File: config.mk
export PLATFORM = sky130hd
export DESIGN_NAME = fp_sub_pipe
export DESIGN_NICKNAME = d
export VERILOG_FILES = /design/src/rtl/fp_pkg.sv /design/src/rtl/fp_align.sv /design/src/rtl/fp_sub_pipe.sv
export SDC_FILE = /design/constraint.sdc
export NUM_CORES = 1
export LEC_CHECK = 0
export CAP_MARGIN = 20
export CELL_PAD_IN_SITES_DETAIL_PLACEMENT = 0
export CELL_PAD_IN_SITES_GLOBAL_PLACEMENT = 1
export CORE_AREA = 2 2 81 83
export DETAILED_ROUTE_END_ITERATION = 16
export DIE_AREA = 0 0 83 85
export GPL_ROUTABILITY_DRIVEN = 0
export PLACE_DENSITY_LB_ADDON = 0.3
export SYNTH_ARGS = -nofsm -noshare
export SYNTH_HDL_FRONTEND = slang
export SYNTH_SLANG_ARGS = --single-unit
File: constraint.sdc
create_clock -name clk -period 4.1 [get_ports clk]
set_input_delay 1.23 -clock clk [delete_from_list [all_inputs] [get_ports clk]]
set_output_delay 1.23 -clock clk [all_outputs]
set_load 0.005 [all_outputs]
File: src/rtl/fp_pkg.sv
// Shared helpers for the fixed-point adder/subtractor family:
// width selection and two's complement saturation limits.
package fp_pkg;

  // Larger of two widths; used to size the common Q(n.m) result format.
  function automatic int max_w(input int a, input int b);
    return (a > b) ? a : b;
  endfunction

  // Most positive value of a w-bit two's complement number (w <= 64).
  function automatic logic signed [63:0] sat_max(input int w);
    return (64'sd1 <<< (w - 1)) - 64'sd1;
  endfunction

  // Most negative value of a w-bit two's complement number (w <= 64).
  function automatic logic signed [63:0] sat_min(input int w);
    return -(64'sd1 <<< (w - 1));
  endfunction

endpackage

File: src/rtl/fp_align.sv
// Combinational alignment of one Q(i.f) operand into the common Q(n.m)
// format: sign-extend to W bits, then shift left so the binary points line up.
module fp_align #(
  parameter int IN_W    = 16,
  parameter int IN_FRAC = 12,
  parameter int W       = 18,
  parameter int M       = 12
) (
  input  logic signed [IN_W-1:0] din,
  output logic signed [W-1:0]    dout
);

  // Zero when the operand already has the widest fraction.
  localparam int SH = M - IN_FRAC;

  logic signed [W-1:0] ext;

  // Size cast of a signed operand sign-extends; integer bits never exceed n,
  // so the shift cannot push significant bits out of the top.
  assign ext  = W'(din);
  assign dout = ext <<< SH;

endmodule

File: src/rtl/fp_sub_pipe.sv
// Two-stage pipelined fixed-point subtractor C = A - B with valid/ready
// handshakes on both sides. Stage 1 holds the aligned operands, stage 2
// holds the difference and the overflow flag.
// Optional build macro FP_SUB_SAT_EN: clamp overflowing results to the
// Q(n.m) limits instead of wrapping (overflow is reported either way).
module fp_sub_pipe
  import fp_pkg::*;
#(
  parameter int  n1 = 4,
  parameter int  m1 = 12,
  parameter int  n2 = 6,
  parameter int  m2 = 10,
  localparam int n  = max_w(n1, n2),
  localparam int m  = max_w(m1, m2),
  localparam int W  = n + m
) (
  input  logic                   clk,
  input  logic                   rst,
  input  logic                   in_valid,
  output logic                   in_ready,
  input  logic signed [n1+m1-1:0] A,
  input  logic signed [n2+m2-1:0] B,
  output logic                   out_valid,
  input  logic                   out_ready,
  output logic signed [W-1:0]    C,
  output logic                   overflow
);

`ifdef FP_SUB_SAT_EN
  localparam bit SAT_EN = 1'b1;
`else
  localparam bit SAT_EN = 1'b0;
`endif

  localparam logic signed [63:0]  SAT_MAX_L = sat_max(W);
  localparam logic signed [63:0]  SAT_MIN_L = sat_min(W);
  localparam logic signed [W-1:0] SAT_MAX   = SAT_MAX_L[W-1:0];
  localparam logic signed [W-1:0] SAT_MIN   = SAT_MIN_L[W-1:0];

  logic signed [W-1:0] a_al;
  logic signed [W-1:0] b_al;
  logic signed [W-1:0] a_p1;
  logic signed [W-1:0] b_p1;
  logic signed [W-1:0] diff;
  logic                vld_p1;
  logic                ovf;
  logic                advance;

  // On overflow the true result lies beyond the limit on a's side of zero.
  function automatic logic signed [W-1:0] saturate(
    input logic signed [W-1:0] raw,
    input logic                ovf_i,
    input logic                a_neg
  );
    if (SAT_EN && ovf_i)
      return a_neg ? SAT_MIN : SAT_MAX;
    return raw;
  endfunction

  fp_align #(
    .IN_W    (n1 + m1),
    .IN_FRAC (m1),
    .W       (W),
    .M       (m)
  ) u_align_a (
    .din  (A),
    .dout (a_al)
  );

  fp_align #(
    .IN_W    (n2 + m2),
    .IN_FRAC (m2),
    .W       (W),
    .M       (m)
  ) u_align_b (
    .din  (B),
    .dout (b_al)
  );

  // Stage 2 can take new data when empty or when its result leaves this cycle;
  // stage 1 can take new data when empty or when it moves into stage 2.
  assign advance  = !out_valid || out_ready;
  assign in_ready = !vld_p1 || advance;

  // Difference wraps modulo 2^W; overflow is the classic sign test.
  assign diff = a_p1 - b_p1;
  assign ovf  = (a_p1[W-1] != b_p1[W-1]) && (diff[W-1] != a_p1[W-1]);

  // ---- stage 1: aligned operands ----
  // Stage-1 occupancy; a bubble is loaded when in_valid is low.
  always_ff @(posedge clk) begin
    if (rst)
      vld_p1 <= 1'b0;
    else if (in_ready)
      vld_p1 <= in_valid;
  end

  // Operand capture on an input transfer.
  always_ff @(posedge clk) begin
    if (in_valid && in_ready) begin
      a_p1 <= a_al;
      b_p1 <= b_al;
    end
  end

  // ---- stage 2: result and overflow ----
  // Result register; holds while the consumer stalls.
  always_ff @(posedge clk) begin
    if (rst) begin
      out_valid <= 1'b0;
      C         <= '0;
      overflow  <= 1'b0;
    end else if (advance) begin
      out_valid <= vld_p1;
      if (vld_p1) begin
        C        <= saturate(diff, ovf, a_p1[W-1]);
        overflow <= ovf;
      end
    end
  end

endmodule

==> flow_summary.yaml <==
run_status:
  status: "finished, final reports clean"
setup_path:
  cp.required_ns: 2.87
  end_kind: "output pin"
  cp.arrival_ns: 2.44
  startpoint_type: "input port"
  cp_max_fo: 5
  crit_type: "input port to output pin"
timing:
  max_freq_mhz: 273
  final.setup.worst_slack_ns: 0.433
  rsz0062_at_grt: "no"
  tightest_slew_ns: 0.485
  hold_violations: 0
  fin_worst_skew_ns: 0.00433
  period_minus_slack_ns: 3.67
  slew_viol_final: 0
  min_period_over_period: 0.894
  setup_viol: 0
  tns_ns: 0
  relSlewSlack: 0.677
clock_tree:
  clock_latency_ns: 0.31
  postCtsHoldBufs: 0
  cts_tree: "built"
  cts_root_buf: "clkbuf_8"
  postCtsSetupBuffers: 0
  numCtsBuffers: 5
  cts_sinks: 53
  htreeDepth: 2
  clk_pin_slew_worst_paths_ns: 0.09
  clk_path_buf_depth: 2
  ctsResizeCount: 0
logic_synthesis:
  synth.top_cells.by_count: "edfxtp_1 (32), nand2_1 (25), a21oi_1 (24), dfxtp_1 (21), inv_1 (20)"
  synth_most_common_cell: "edfxtp_1"
  synthCells: 239
  synth_area_leader_cell: "edfxtp_1"
  ys_async_sr_fraction: 0
  netlist_top_cells_area: "edfxtp_1 (38%), dfxtp_1 (16%), ha_1 (7.4%)"
  avgSynthCellArea_um2: 10.7
  ys_ff_latch: 53
  synth_nets: 291
  yosysTopAreaCellShare: 0.377
  synth_area_um2: 2550
  ys_seq_area_frac: 0.542
  synth_top_flop_cell: "edfxtp_1"
  ys_types: 44
  synth_warnings: 0
  synth_edf_count: 32
floorplan:
  pin_count: 57
  core_um2: 6200
  initial_core_util: 0.411
  die_y_um: 85
  rows: 29
  die-area_um2: 7060
  die_x_um: 83
placed_design:
  placed_cells: 367
  place_hpwl_mm: 3.66
  portBuffers: 56
  placed_area_um2: 3200
  place_ws_ns: 0.432
detailed_routing:
  vias: 1862
  via_per_inst: 4.97
  ant_nets: 0
  wire_per_inst_um: 13.2
  drt_iter0_drc: 117
  drcViolationCount: 0
  dr.pass1.iters: 4
  totalWireLength_mm: 4.94
final_layout:
  final_area_um2: 3310
  fin_util: 0.534
  nNetsFinal: 349
  synthToLayoutAreaGrowth_pct: 29.9
  drive_gt1_frac: 0.0772
  diodes: 0
  stdcell_count: 375
power_and_ir_drop:
  power_frac_clock: 0.292
  p_leak_nw: 1.30
  p_per_area_nw_per_um2: 356
  pwr-share-comb: 0.187
  p_int_mw: 0.890
  switching_power_mw: 0.290
  seq_power_share: 0.520
  vdd_ir_drop_max_v: 0.000203
  p_sw_frac: 0.246
global_routing:
  grt.total_usage: 0.149
  antenna_found_initial: 0
  first_global_vias: 1793
  grt_pass1_wl_mm: 8.40
  grt_max_degree: 33
  grt_overflow_total: 0
job:
  cap_violations: 0
worst_hold_path:
  min_path_type: "flip-flop to flip-flop"
==> placed cells by master, fill, tap and decap left out, drive strengths merged, types with 4 or more instances in the layout <==
cell type,instances
nor2b,5
a21oi,25
edfxtp,32
dfxtp,21
o21ai,6
ha,15
buf,4
inv,20
and3,8
nor2,9
clkbuf,7
a21o,5
clkdlybuf4s50,56
or3,4
nand2,25
o211ai,5
nand3,7
nand2b,6
and2,5
==> area by class of cell <==
cell class | count | area, um2
Fill cell | 587 | 2890
Sequential cell | 53 | 1380
Multi-Input combinational cell | 157 | 1050
Timing Repair Buffer | 60 | 591
Clock buffer | 7 | 108
Tap cell | 77 | 96.3
Inverter | 20 | 75.1
Clock inverter | 1 | 7.51
==> worst max-delay path: stages <==
cell and delay (ns):
clkdlybuf4s50_1 0.40, nor2b_1 0.26, nand2_1 0.10, clkdlybuf4s50_1 0.45
==> through the flow <==
stage / hold slack [ns] / total power, mW
finish: 0.459 / 1.18
global route: 0.474 / 1.24
CTS: 0.461 / 1.19
detailed placement: 0.448 / 0.848
global placement: 0.441 / 0.844
floorplan: 0.448 / 0.752
==> final timing paths <==
| check | start | depth (start not counted) | to | slack [ns] |
|---|---|---|---|---|
| max | out_ready | 4 | in_ready | 0.43 |
| min reg2reg | C[0] | 2 | C[0] | 0.46 |
| max reg2reg | b_p1[2] | 8 | C[16] | 1.61 |
| min | C[0] | 2 | C[0] | 0.46 |
==> layer usage <==
metal  up-vias  routed length (um)  track usage  part of all wire
li1        972                   -            -                 -
met3         5                 278       0.0389             0.056
met2        53                2170        0.237              0.44
met5         -                   0            0                 0
met4         0                  69       0.0537             0.014
met1       832                2420        0.198              0.49
==> state kept, by name (all words and copies together), names as in the netlist <==
| name | count |
|---|---|
| overflow | 1 |
| C | 18 |
| vld_p1 | 1 |
| out_valid | 1 |
| a_p1 | 16 |
| b_p1 | 16 |
==> cell families (layout without fill, tap and decap cells) <==
| logic type | Yosys count | in the layout | synth area share |
|---|---|---|---|
| compound gates | 64 | 64 | 0.172 |
| xor+xnor | 4 | 4 | 0.0137 |
| fa+ha+maj | 16 | 16 | 0.0815 |
| buf+inv | 29 | 88 | 0.0447 |
| flops | 53 | 53 | 0.542 |
| mux | 1 | 1 | 0.00393 |
| simple gates | 72 | 72 | 0.142 |
==> power by group through the flow <==
stage | Clock, mW | Sequential, mW | Combinational (mW)
2_1_floorplan | 0 | 0.626 | 0.127
3_3_place_gp | 0 | 0.625 | 0.218
4_1_cts | 0.357 | 0.615 | 0.222
5_1_grt | 0.380 | 0.618 | 0.247
3_5_place_dp | 0 | 0.627 | 0.221
6_report | 0.345 | 0.614 | 0.221
Power figures use the tool's default switching activity.
